$ cat config.mk
export PLATFORM = sky130hd
export DESIGN_NAME = axis_mask_encoder_flat
export DESIGN_NICKNAME = d
export VERILOG_FILES = /design/src/rtl/axis_mask_encoder_if.sv /design/src/rtl/axis_mask_encoder.sv /design/src/flat_wrapper.sv
export SDC_FILE = /design/constraint.sdc
export NUM_CORES = 1
export LEC_CHECK = 0
export ABC_AREA = 1
export BUFFER_PORTS_ARGS = -buffer_cell sky130_fd_sc_hd__buf_2
export CORE_MARGIN = 1
export CORE_UTILIZATION = 46
export CTS_CLUSTER_DIAMETER = 30
export DETAILED_ROUTE_END_ITERATION = 16
export HOLD_SLACK_MARGIN = 0.15
export PLACE_DENSITY = 0.74
export RECOVER_POWER = 25
export SETUP_SLACK_MARGIN = 0.1
export SYNTH_ARGS = -nofsm -noshare
export SYNTH_HDL_FRONTEND = slang
export SYNTH_SLANG_ARGS = --single-unit
$ cat constraint.sdc
create_clock -name aclk -period 2.25 [get_ports aclk]
set_input_delay 0.225 -clock aclk [delete_from_list [all_inputs] [get_ports aclk]]
set_output_delay 0.225 -clock aclk [all_outputs]
set_load 0.1 [all_outputs]
$ cat src/rtl/axis_mask_encoder_if.sv
// AXI-Stream bundle used on both sides of the mask encoder.
// tuser is only driven on the master side; the slave modport leaves it out.
interface axis_mask_encoder_if #(
    parameter int DATA_W = 8
);
    logic              tvalid;
    logic              tready;
    logic [DATA_W-1:0] tdata;
    logic              tlast;
    logic              tuser;

    modport master (
        output tvalid, tdata, tlast, tuser,
        input  tready
    );

    modport slave (
        input  tvalid, tdata, tlast,
        output tready
    );
endinterface

$ cat src/rtl/axis_mask_encoder.sv
// Select-bit to mask-table encoder with a registered output stage and a skid
// register, so that s_axis.tready never depends combinationally on m_axis.tready.
module axis_mask_encoder #(
    parameter int IN_WIDTH  = 8,
    parameter int OUT_WIDTH = 8,
    parameter int CNT_WIDTH = 16
) (
    input  logic                          aclk,
    input  logic                          aresetn,
    axis_mask_encoder_if.slave            s_axis,
    axis_mask_encoder_if.master           m_axis,
    input  logic [IN_WIDTH*OUT_WIDTH-1:0] masks,
    input  logic [1:0]                    mode,
    output logic [CNT_WIDTH-1:0]          zero_count,
    input  logic                          clear_count
);

    localparam logic [CNT_WIDTH-1:0] CNT_MAX = '1;

    logic [OUT_WIDTH-1:0] r_out_data;
    logic                 r_out_last;
    logic                 r_out_user;
    logic                 r_out_vld;
    logic [OUT_WIDTH-1:0] r_skd_data;
    logic                 r_skd_last;
    logic                 r_skd_user;
    logic                 r_skd_vld;
    logic                 r_s_ready;
    logic [CNT_WIDTH-1:0] r_zero_cnt;

    logic [OUT_WIDTH-1:0] w_msb;
    logic [OUT_WIDTH-1:0] w_lsb;
    logic [OUT_WIDTH-1:0] w_or;
    logic [OUT_WIDTH-1:0] w_xor;
    logic [OUT_WIDTH-1:0] w_enc;
    logic                 w_zero;
    logic                 w_acc;
    logic                 w_out_free;
    logic                 w_skd_vld_nxt;

    assign w_zero     = (s_axis.tdata == '0);
    assign w_acc      = s_axis.tvalid && r_s_ready;
    assign w_out_free = !r_out_vld || m_axis.tready;

    // The ascending loop leaves the highest set bit's mask in w_msb,
    // the descending loop leaves the lowest in w_lsb.
    always_comb begin
        w_msb = '0;
        w_lsb = '0;
        w_or  = '0;
        w_xor = '0;
        for (int k = 0; k < IN_WIDTH; k++) begin
            if (s_axis.tdata[k]) begin
                w_msb = masks[k*OUT_WIDTH +: OUT_WIDTH];
                w_or  = w_or  | masks[k*OUT_WIDTH +: OUT_WIDTH];
                w_xor = w_xor ^ masks[k*OUT_WIDTH +: OUT_WIDTH];
            end
        end
        for (int k = IN_WIDTH - 1; k >= 0; k--) begin
            if (s_axis.tdata[k]) w_lsb = masks[k*OUT_WIDTH +: OUT_WIDTH];
        end
    end

    always_comb begin
        w_enc = '0;
        case (mode)
            2'd0:    w_enc = w_msb;
            2'd1:    w_enc = w_lsb;
            2'd2:    w_enc = w_or;
            default: w_enc = w_xor;
        endcase
    end

    // While SKID is full tready is low, so no accept can collide with the
    // SKID->OUT move; SKID only refills from a stalled OUT.
    always_comb begin
        w_skd_vld_nxt = r_skd_vld;
        if (w_out_free) w_skd_vld_nxt = r_skd_vld && w_acc;
        else if (w_acc) w_skd_vld_nxt = 1'b1;
    end

    always_ff @(posedge aclk) begin
        if (!aresetn) begin
            r_out_data <= '0;
            r_out_last <= 1'b0;
            r_out_user <= 1'b0;
            r_out_vld  <= 1'b0;
            r_skd_data <= '0;
            r_skd_last <= 1'b0;
            r_skd_user <= 1'b0;
            r_skd_vld  <= 1'b0;
            r_s_ready  <= 1'b0;
        end else begin
            r_skd_vld <= w_skd_vld_nxt;
            r_s_ready <= !w_skd_vld_nxt;
            if (w_out_free) begin
                if (r_skd_vld) begin
                    r_out_data <= r_skd_data;
                    r_out_last <= r_skd_last;
                    r_out_user <= r_skd_user;
                    r_out_vld  <= 1'b1;
                    if (w_acc) begin
                        r_skd_data <= w_enc;
                        r_skd_last <= s_axis.tlast;
                        r_skd_user <= w_zero;
                    end
                end else if (w_acc) begin
                    r_out_data <= w_enc;
                    r_out_last <= s_axis.tlast;
                    r_out_user <= w_zero;
                    r_out_vld  <= 1'b1;
                end else begin
                    r_out_vld  <= 1'b0;
                end
            end else if (w_acc) begin
                r_skd_data <= w_enc;
                r_skd_last <= s_axis.tlast;
                r_skd_user <= w_zero;
            end
        end
    end

    always_ff @(posedge aclk) begin
        if (!aresetn)                               r_zero_cnt <= '0;
        else if (clear_count)                       r_zero_cnt <= '0;
        else if (w_acc && w_zero && r_zero_cnt != CNT_MAX) r_zero_cnt <= r_zero_cnt + 1'b1;
    end

    assign s_axis.tready = r_s_ready;
    assign m_axis.tvalid = r_out_vld;
    assign m_axis.tdata  = r_out_data;
    assign m_axis.tlast  = r_out_last;
    assign m_axis.tuser  = r_out_user;
    assign zero_count    = r_zero_cnt;

endmodule

$ cat src/flat_wrapper.sv
// flat-port wrapper written by rule: the top's interface ports become plain ports
module axis_mask_encoder_flat 
#(
    parameter int IN_WIDTH  = 8,
    parameter int OUT_WIDTH = 8,
    parameter int CNT_WIDTH = 16
)
  (aclk, aresetn, masks, mode, zero_count, clear_count, s_axis_tvalid, s_axis_tdata, s_axis_tlast, s_axis_tready, m_axis_tvalid, m_axis_tdata, m_axis_tlast, m_axis_tuser, m_axis_tready);
  axis_mask_encoder_if s_axis_i ();
  axis_mask_encoder_if m_axis_i ();
  input  logic aclk;
  input  logic aresetn;
  input  logic [IN_WIDTH*OUT_WIDTH-1:0] masks;
  input  logic [1:0] mode;
  output logic [CNT_WIDTH-1:0] zero_count;
  input  logic clear_count;
  input wire logic [$bits(s_axis_i.tvalid)-1:0] s_axis_tvalid;
  input wire logic [$bits(s_axis_i.tdata)-1:0] s_axis_tdata;
  input wire logic [$bits(s_axis_i.tlast)-1:0] s_axis_tlast;
  output wire logic [$bits(s_axis_i.tready)-1:0] s_axis_tready;
  output wire logic [$bits(m_axis_i.tvalid)-1:0] m_axis_tvalid;
  output wire logic [$bits(m_axis_i.tdata)-1:0] m_axis_tdata;
  output wire logic [$bits(m_axis_i.tlast)-1:0] m_axis_tlast;
  output wire logic [$bits(m_axis_i.tuser)-1:0] m_axis_tuser;
  input wire logic [$bits(m_axis_i.tready)-1:0] m_axis_tready;
  assign s_axis_i.tvalid = s_axis_tvalid;
  assign s_axis_i.tdata = s_axis_tdata;
  assign s_axis_i.tlast = s_axis_tlast;
  assign s_axis_tready = s_axis_i.tready;
  assign m_axis_tvalid = m_axis_i.tvalid;
  assign m_axis_tdata = m_axis_i.tdata;
  assign m_axis_tlast = m_axis_i.tlast;
  assign m_axis_tuser = m_axis_i.tuser;
  assign m_axis_i.tready = m_axis_tready;
  axis_mask_encoder #(.IN_WIDTH(IN_WIDTH), .OUT_WIDTH(OUT_WIDTH), .CNT_WIDTH(CNT_WIDTH)) u_core (.aclk(aclk), .aresetn(aresetn), .s_axis(s_axis_i), .m_axis(m_axis_i), .masks(masks), .mode(mode), .zero_count(zero_count), .clear_count(clear_count));
endmodule
### Yosys cells after proc, flatten, opt, wreduce, memory -nomap -nowiden

Cells that the tools add are included.
W data, S select, Z words.

| operators by class | value |
|---|---|
| eq/ne operators | 4 |
| divide/modulo/power cells | 0 |
| add/sub/neg operators | 1 |
| bitwise operators | 15 |
| $mul | 0 |
| $lt $le $gt $ge | 0 |
| reduce and logical (&&, ||, !) cells | 12 |
| multiplexer cells | 50 |
| shift-type cells | 0 |

Operators by type and width:

| operator | count |
|---|---|
| $mux W8 | 35 |
| $or A8 B8 Y8 | 7 |
| $xor A8 B8 Y8 | 7 |
| $pmux W8 S3 | 1 |
| $add A16 B1 Y16 const B | 1 |
| $ne A16 B16 Y1 const B | 1 |
| $mux W1 | 14 |
| $logic_not A8 Y1 | 1 |
| $logic_and A1 B1 Y1 | 4 |
| $eq A2 B1 Y1 const B | 1 |
| $eq A2 B2 Y1 const B | 1 |
| $logic_not A1 Y1 | 2 |
| $logic_not A2 Y1 | 1 |
| $ne A2 B1 Y1 const B | 1 |
| $reduce_and A2 Y1 | 1 |
| $reduce_bool A2 Y1 | 1 |
| $reduce_or A2 Y1 | 1 |
| $logic_or A1 B1 Y1 | 1 |
| $not A1 Y1 | 1 |

| word-level totals | value |
|---|---|
| bits in read-only memories | 0 |
| bits in latches | 0 |
| register bits after elaboration | 39 |
| bits of input ports | 80 |
| bits in writable memories | 0 |
| memories | 0 |

### Logic depth before layout (Yosys ltp)

Gate-level depths: netlist of the first run.

| depth | value |
|---|---|
| depth in word-level cells | 19 |
| mapped depth | 16 |
| mapped depth without buffers | 15 |

### Least setup slack after synthesis of the first run

No wires, ideal clock.

| timing | value |
|---|---|
| path kind | reg-to-reg |
| from | register u_core.r_zero_cnt[1] (netlist: u_core.zero_count[1]) |
| to | register u_core.r_zero_cnt[10] (netlist: u_core.zero_count[10]) |
| arrival time | 2432 ps |
| cell stages (with the launch flop) | 9 |
| slack | -243 ps |
| period minus slack after synthesis | 2493 ps |
| cells stage by stage | dfxtp_1 ha_1 nand4_1 nor3_1 a21oi_4 nand4_4 nor2_4 a21oi_1 o21a_1 |

| on the way | value |
|---|---|
| longest elaborated chain between the ends | 2 |

Ends and longest elaborated chain:

| what | line | text |
|---|---|---|
| from (decl) | axis_mask_encoder.sv:29 | `logic [CNT_WIDTH-1:0] r_zero_cnt;` |
| from (signal assigned) | axis_mask_encoder.sv:126 | `else if (w_acc && w_zero && r_zero_cnt != CNT_MAX) r_zero_cnt <= r_zero_cnt + 1'b1;` |
| branches (longest 2 deep; another with $add A16 B1 Y16) | n/a |  |

Parallel ways; which one is timed is not known.
A chain may end at the register's enable or synchronous reset.

### Worst setup path after layout of the first run

| timing | value |
|---|---|
| from | register u_core.r_out_vld (netlist: u_core.m_axis.tvalid) |
| to | register u_core.r_skd_data[5] |

| on the way | value |
|---|---|
| longest elaborated chain between the ends | 3 |

Ends and longest elaborated chain:

| what | line | text |
|---|---|---|
| from (decl) | axis_mask_encoder.sv:23 | `logic r_out_vld;` |
| from (signal assigned) | axis_mask_encoder.sv:87 | `r_out_vld <= 1'b0;` |
| from (signal assigned) | axis_mask_encoder.sv:101 | `r_out_vld <= 1'b1;` |
| from (signal assigned) | axis_mask_encoder.sv:111 | `r_out_vld <= 1'b1;` |
| $logic_not A1 Y1 * | axis_mask_encoder.sv:43 | `assign w_out_free = !r_out_vld \|\| m_axis.tready;` |
| $logic_or A1 B1 Y1 * | axis_mask_encoder.sv:43 |  |
| $ne A2 B1 Y1 (no line) / $mux W8 (equally long branches) | n/a |  |
| to (signal assigned) | axis_mask_encoder.sv:103 | `r_skd_data <= w_enc;` |
| to (signal assigned) | axis_mask_encoder.sv:116 | `r_skd_data <= w_enc;` |
| to (decl) | axis_mask_encoder.sv:24 | `logic [OUT_WIDTH-1:0] r_skd_data;` |

Mark *: on every way between the ends. The rest lies on a longest branch, timed or not.

==> impl_metrics.ini, run 1 <==
[status]
status = finished, violations left
violations = DRC

[sta]
slew_violations = 0
setup_viol = 0
setup_tns_ps = 0
slew-limit-headroom_pct = 22.2
period_needed_ps = 1920
timing.final.hold_violations = 0
fmax_mhz = 521
min_period_over_period_pct = 85.3
skew_ps = 7.49
worst_pin_slew_ps = 1170
rsz0062_at_grt = no

[drt]
wirelength_mm = 13.1
drt-initial-drc-count = 203
drc = 7
vias = 5110
drt_pass1_iterations = 11
drt-wirelength-per-cell_um = 13.5
viasPerCell = 5.23
postRouteAntennaNets = 0

[cells_and_area]
layout_commonest_cell = nand2_1
area_delta_synth_final_pct = 17.7
layout.nets = 957
stdcell_area_um2 = 4970
seq_area_um2 = 792
drive_gt1_share_pct = 15.9
fill_cells = 917
n_antenna_cell = 0
final_cell_mix = nand2_1, buf_2, nor2_1
final_core_util_pct = 56.5
multi_input_area_um2 = 3000

[critical_path]
crit_family = buffers and inverters
cp-start-kind = flop
path_cells = inv_1 -> nor2_1 -> inv_1 -> a21oi_1 -> clkbuf_1 -> nand4_1 -> o211ai_1 -> inv_1
worst-path-max-fanout = 21
crit_path_start = u_core.m_axis.tvalid
cpMostUsedCell = inv_1
critPathSlowestCell = clkbuf_1
worstSetupPathType = flop to flop
critical_path.reg2reg.startpoint = u_core.m_axis.tvalid
critPathCaptureType = flop
required_ps = 2440
cp.buffers_inverters = 4
critPathArrivalTime_ps = 2110
max_stage_delay_ps = 680
reg2reg_slack_ps = 330

[synth]
async_reset_ff_share_pct = 0
synth_flop_cell = dfxtp_1
postSynthCellCount = 764
postSynthAreaPerCell_um2 = 5.53
ys_seq_elements = 39
synth_top_cell_area_share_pct = 26.7
yosysWarnings = 0
synth_cell_types = 32
yosysSeqAreaShare_pct = 18.5
ys_top_cells_by_area = nand2_1, dfxtp_1, nor2_1
synth_area_leader_cell = nand2_1
synth_edf_count = 0
syn-cell-area_um2 = 4230
synth_fp_nets = 853

[clock_tree]
tritoncts = yes
cts_buffers = 5
clkTransAtPathRegs_ps = 90
clock_path_buffers = 2
post_cts_resized = 0
cts_hold_buffers = 0
clock_sinks = 39
insertion_delay_ps = 300
cts_root_buf = clkbuf_8
h-tree-depth = 2
cts_setup_buffers = 0

[worst_hold_path]
worstHoldStart = s_axis_tlast
hold_class = primary input to flop

[floorplanning]
design.core.area_um2 = 8810
rows = 34
die_x_um = 97.8
fp.dieArea_um2 = 9570
die_y_um = 97.8
start_util_pct = 48.0
ioPinCount = 108

[global_route]
grtUsageTotal_pct = 28.6
grt_pass1_vias = 5067
grt_first_pass_wirelength_mm = 22.6
grt_overflow = 0
grt_max_degree = 29
antenna_found_initial = 0

[placed_design]
port_buffers = 107
globalplace.congestion = 0.930
postPlaceCellArea_um2 = 4900
hpwl_mm = 10.4

[pwr]
ir_drop_uv = 292
power.total_mw = 2.08
p_per_area_nw_per_um2 = 418
leakage_nw = 2.64

[flow_run]
drv_cap = 0
[registers in the layout, indices dropped and copies added (netlist names)]
| register | flops |
|---|---|
| u_core.zero_count | 16 |
| u_core.m_axis.tvalid | 1 |
| u_core.r_skd_vld | 1 |
| u_core.m_axis.tuser | 1 |
| u_core.r_skd_data | 8 |
| u_core.m_axis.tlast | 1 |
| u_core.s_axis.tready | 1 |
| u_core.r_skd_user | 1 |
| u_core.r_skd_last | 1 |
| u_core.m_axis.tdata | 8 |
[through the flow]
step | std cells | setup WS, ps | hold slack, ps
3_3_place_gp | 969 | 279 | 463
6_report | 977 | 330 | 162
5_1_grt | 977 | 141 | 172
4_1_cts | 977 | 319 | 153
3_5_place_dp | 969 | 224 | 469
2_1_floorplan | 764 | 117 | 353
[cells in the mapped netlist, types with 2 or more instances]
library cell,number
nand4_4,2
nand3_1,23
xnor2_1,23
o21ai_0,31
nand3_2,2
a21oi_1,60
nand4_1,23
a31oi_1,2
xor2_1,21
o211ai_1,4
ha_1,9
nor2_1,87
clkbuf_1,10
buf_2,11
dfxtp_1,39
a41oi_1,2
buf_1,3
buf_4,2
o21a_1,5
inv_1,81
buf_6,2
nor3_1,6
nor2_4,2
a21boi_0,6
nand2_1,301
[where the power goes]
| part | switching [mW] | internal, mW |
|---|---|---|
| clock network | 0.279 | 0.222 |
| logic | 0.567 | 0.291 |
| registers | 0.0122 | 0.708 |
| total | 0.858 | 1.22 |
[worst paths after layout]
kind,end,cells after the start
hold / removal,u_core.r_skd_last,3
setup reg to reg,u_core.r_skd_data[5],8
setup / recovery,u_core.r_skd_data[5],8
hold reg to reg,u_core.m_axis.tdata[4],2
[worst register-to-register path, delay by kind of cell (launching register included)]
| kind | cells | cell delay (ps) |
|---|---|---|
| and+or+nand+nor | 2 | 340 |
| DFF | 1 | 330 |
| buffers and inverters | 4 | 870 |
| AOI/OAI and AO/OA | 2 | 270 |
[kinds of logic (layout without fill, tap and decap cells)]
group	Yosys count	in the layout	share of synthesized area [%]
simple gates	451	451	44.5
fa+ha+maj	9	9	2.67
xor+xnor	44	44	9.12
flops	39	39	18.5
buf+inv	109	214	10.5
compound gates	112	112	14.7
[final cells by class]
cell class,count,area share [%]
multi-input cells,616,60.3
flip-flops and latches,39,15.9
repair buffers,125,13.1
inverters,81,6.11
well taps,108,2.72
clock buffers,5,1.38
clock inverters,3,0.503
[metal layers]
layer	vias to the layer above	global-route usage, %	part of all wire (%)	routed length (um)
met2	168	52.5	49	6440
met5	-	0	0	0
li1	2622	-	-	-
met4	0	10.4	2.4	316
met1	2292	33.9	43	5650
met3	28	3.29	5.7	744
(Power assumes the default switching activity.)
==> run 2, diff against run 1 <==
CORE_UTILIZATION = 49   (was 46)
PLACE_DENSITY = 0.78   (was 0.74)
==> run 2 against run 1 <==
  * The run now ends clean
  * Non-clock buffer count increased by 2
  * Sequential share of layout area about the same
  * Clock skew decreased by 2.6 ps
  * Worst hold slack improved by 6.8 ps
  * Register-to-register slack about the same
  * Flip-flop and latch count unchanged
  * Sequential power about the same
  * Wire length decreased by 2.3%
  * Critical path type unchanged
==> impl_metrics.ini, run 2 (synthesis gave the netlist of run 1 again) <==
[drt]
drt-wirelength-per-cell_um = 13.2
drc = 0
vias = 5142
viasPerCell = 5.27
postRouteAntennaNets = 0
wirelength_mm = 12.8
drt_pass1_iterations = 5
drt-initial-drc-count = 250

[critical_path]
critPathSlowestCell = dfxtp_2
required_ps = 2430
crit_family = simple AND/OR/NAND/NOR gates
max_stage_delay_ps = 400
critPathArrivalTime_ps = 2090
reg2reg_slack_ps = 340
cp.buffers_inverters = 0
path_cells = ha_1 -> nand4_1 -> nor3_1 -> a21oi_4 -> nand4_4 -> o21ai_0 -> nor3b_2
critPathCaptureType = flop
worst-path-max-fanout = 9
r2r_end = u_core.zero_count[8]
critical_path.reg2reg.startpoint = u_core.zero_count[0]
worstSetupPathType = flop to flop
r2r.worst_path.cells = 7
cp-start-kind = flop

[placed_design]
dp_cells = 968
hpwl_mm = 10.0
port_buffers = 107
globalplace.congestion = 0.945
dp_slack_ps = 209
postPlaceCellArea_um2 = 4920

[cells_and_area]
seq_area_um2 = 792
finalNonFillerCells = 976
final_core_util_pct = 60.1
n_antenna_cell = 0
final_cell_mix = nand2_1, buf_2, nor2_1
fill_cells = 832
stdcell_area_um2 = 4990
layout.nets = 959
drive_gt1_share_pct = 16.0
layout_commonest_cell = nand2_1
area_delta_synth_final_pct = 18.0
largest_reg_flops = 16
multi_input_area_um2 = 3000

[sta]
timing.final.hold_violations = 0
worst_pin_slew_ps = 1180
setup_tns_ps = 0
period_needed_ps = 1910
skew_ps = 4.84
fmax_mhz = 524
fin_ws_ps = 342
min_period_over_period_pct = 84.8
rsz0062_at_grt = no
setup_viol = 0
slew_violations = 0
whs_ps = 168
slew-limit-headroom_pct = 21.9

[worst_hold_path]
hold_end = u_core.r_skd_last
hold_class = primary input to flop
worstHoldStart = s_axis_tlast
hold_depth = 3

[global_route]
grtUsageTotal_pct = 29.7
grt_overflow = 0
antenna_found_initial = 0
grt_pass1_vias = 4778
grt_max_degree = 22
grt_first_pass_wirelength_mm = 21.1

[clock_tree]
cts_setup_buffers = 0
clkTransAtPathRegs_ps = 80
cts_root_buf = clkbuf_8
insertion_delay_ps = 290
h-tree-depth = 2
cts_buffers = 5
cts_hold_buffers = 0
post_cts_resized = 0
clock_path_buffers = 2
clock_sinks = 39
tritoncts = yes

[floorplanning]
die_x_um = 94.9
ioPinCount = 108
die_y_um = 94.9
rows = 33
start_util_pct = 50.9
fp.dieArea_um2 = 9000
design.core.area_um2 = 8300

[pwr]
p_per_area_nw_per_um2 = 410
power.total_mw = 2.04
leakage_nw = 2.65
ir_drop_uv = 351

[flow_run]
drv_cap = 0

[status]
status = finished, final reports clean
## run 2: power by group
part / leakage, nW / internal (mW) / switching [mW]
sequential: 0.321 / 0.708 / 0.0111
combinational: 2.28 / 0.294 / 0.565
clock: 0.0477 / 0.212 / 0.252
## run 2: worst max path at each step
stage | cells past startpoint | end | start
floorplan | 7 | u_core.zero_count[10] | u_core.zero_count[10]
global placement | 11 | u_core.zero_count[7] | s_axis_tdata[5]
detailed placement | 11 | u_core.zero_count[7] | s_axis_tdata[5]
CTS | 8 | u_core.zero_count[10] | u_core.zero_count[0]
global route | 8 | u_core.zero_count[14] | u_core.zero_count[0]
finish | 7 | u_core.zero_count[8] | u_core.zero_count[0]
## run 2: tightest hold or removal path, cell delays in order
cell	delay [ps]
buf_2	100
inv_1	40
a21oi_1	50
## run 2: cell type report
type / count / share of cell area (%)
Tap cell: 105 / 2.63
Sequential cell: 39 / 15.9
Timing Repair Buffer: 127 / 13.6
Inverter: 81 / 6.10
Multi-Input combinational cell: 616 / 60.2
Clock buffer: 5 / 1.38
Clock inverter: 3 / 0.301
## run 2: per-layer routing
layer | vias to the layer above | track usage, % | share of wire (%)
met1 | 2279 | 34.8 | 41
met3 | 35 | 4.83 | 7.1
met4 | 0 | 12.4 | 3.2
li1 | 2627 | - | -
met2 | 201 | 52.9 | 48
met5 | - | 0 | 0
==> run 3, diff against run 2 <==
PLACE_DENSITY = 0.81   (was 0.78)
clock period = 1.6 ns   (was 2.25 ns; I/O delays follow)
==> run 3 against run 2 <==
  * The flow now finishes with violations (setup timing)
  * Combinational power grew 54%
  * Critical path depth rose by 1
  * Sequential power increased by 38%
  * Highest routed layer unchanged
==> impl_metrics.ini, run 3 (synthesis gave the netlist of run 1 again) <==
[critical_path]
r2r.worst_path.cells = 8
reg2reg_slack_ps = -10
worstSetupPathType = flop to flop
max_stage_delay_ps = 360
cp.buffers_inverters = 1
critical_path.reg2reg.startpoint = u_core.zero_count[0]
critPathCaptureType = flop
cp-start-kind = flop
required_ps = 1800
worst-path-max-fanout = 4
r2r_end = u_core.zero_count[6]
path_cells = ha_4 -> nand4_1 -> nor3_4 -> a21oi_4 -> nand4_4 -> buf_4 -> o21ai_1 -> a21oi_1
critPathSlowestCell = dfxtp_4
crit_family = compound AO/OA/AOI/OAI gates
critPathArrivalTime_ps = 1810

[placed_design]
hpwl_mm = 11.0
globalplace.congestion = 0.927
postPlaceCellArea_um2 = 5340
port_buffers = 107

[sta]
slew-limit-headroom_pct = 62.2
timing.final.hold_violations = 0
whs_ps = 203
setup_viol = 2
slew_violations = 0
worst_pin_slew_ps = 569
min_period_over_period_pct = 101
skew_ps = 9.83
rsz0062_at_grt = yes
fmax_mhz = 620
fin_ws_ps = -13.8
period_needed_ps = 1610

[worst_hold_path]
hold_class = primary input to flop
hold_depth = 4
worstHoldStart = m_axis_tready
hold_end = u_core.m_axis.tvalid

[drt]
vias = 5471
postRouteAntennaNets = 0
drc = 0
drt_pass1_iterations = 6
drt-initial-drc-count = 335
wirelength_mm = 14.4
viasPerCell = 5.32
drt-wirelength-per-cell_um = 14.0

[global_route]
grt_first_pass_wirelength_mm = 22.2
grtUsageTotal_pct = 31.4
grt_pass1_vias = 5031
antenna_found_initial = 0
grt_overflow = 0
grt_max_degree = 19

[clock_tree]
clock_sinks = 39
h-tree-depth = 2
cts_buffers = 5
clkTransAtPathRegs_ps = 90
tritoncts = yes
insertion_delay_ps = 300
clock_path_buffers = 2
cts_root_buf = clkbuf_8

[status]
status = finished, violations left
violations = setup timing

[floorplanning]
die_y_um = 94.9
rows = 33
ioPinCount = 108
fp.dieArea_um2 = 9000
die_x_um = 94.9
start_util_pct = 50.9
design.core.area_um2 = 8300

[pwr]
ir_drop_uv = 355
p_comb_share_pct = 42.6
clockPowerShare_pct = 25.3
switching_share_pct = 39.6
internal_power_mw = 1.86
netSwitchingPower_mw = 1.22
power.total_mw = 3.09
seqPwrFrac_pct = 32.1
p_per_area_nw_per_um2 = 551
leakage_nw = 3.03

[cells_and_area]
drive_gt1_share_pct = 25.0
final_cell_mix = nand2_1, buf_2, nor2_1
layout.nets = 1012
area_delta_synth_final_pct = 32.7
layout_commonest_cell = nand2_1
largest_reg_flops = 16
n_antenna_cell = 0
stdcell_area_um2 = 5610

[flow_run]
drv_cap = 0
[run 3: changes by cell type in the layout (fill, tap and decap cells not counted), sizes merged]
cell,before,now
buf,111,167
clkbuf,21,18
clkinv,3,2
dlygate4sd3,0,1
[run 3: cell type report]
type / count / area, um^2
tap: 105 / 131
fill: 753 / 2690
multi-input combinational: 616 / 3070
timing repair buffer: 180 / 1140
clock buffer: 6 / 93.8
sequential: 39 / 843
inverter: 81 / 307
clock inverter: 2 / 13.8
[run 3: worst min-delay path, cell delays in order]
cell	delay [ps]
buf_2	80
nor2_1	50
inv_1	100
a21oi_1	80
[run 3: metrics by stage]
| stage | cells | worst slack [ps] | util, % | setup TNS, ps |
|---|---|---|---|---|
| 4_1_cts | 1020 | 16.2 | 66.1 | 0 |
| 6_report | 1029 | -13.8 | 67.5 | -14.2 |
| 3_5_place_dp | 1008 | -241 | 64.4 | -4400 |
| 3_3_place_gp | 1008 | -198 | 64.4 | -3160 |
| 5_1_grt | 1029 | -77.6 | 67.5 | -417 |
| 2_1_floorplan | 764 | -87.2 | - | -534 |
[run 3: what timing repair did]
action,CTS,global route
hold buffers,1,0
buffers inserted,3,9
hold endpoints to repair,2,0
pin swaps,4,5
endpoints found under the setup margin,10,25
gates resized for setup,2,21
[run 3: metal layers]
metal	global-route usage (%)	vias to the layer above	wire, um
li1	-	2744	-
met1	37.4	2462	5910
met2	57.7	224	7180
met3	3.22	41	906
met4	11.1	0	413
met5	0	-	0
[run 3: how the worst max path moves through the flow]
stage | from | endpoint | cells after the start
CTS | u_core.zero_count[0] | u_core.zero_count[7] | 9
finish | u_core.zero_count[0] | u_core.zero_count[6] | 8
global route | u_core.zero_count[6] | u_core.zero_count[4] | 8
global placement | s_axis_tdata[0] | u_core.zero_count[7] | 11
detailed placement | s_axis_tdata[0] | u_core.m_axis.tdata[3] | 11
floorplan | u_core.zero_count[0] | u_core.zero_count[10] | 8
[run 3: power by group through the flow]
stage | combinational (mW) | sequential [mW] | clock (mW)
5_1_grt | 1.45 | 0.992 | 0.825
4_1_cts | 1.29 | 0.989 | 0.784
3_5_place_dp | 1.29 | 1.01 | 0
2_1_floorplan | 0.736 | 1.16 | 0
6_report | 1.32 | 0.990 | 0.781
3_3_place_gp | 1.26 | 1.01 | 0
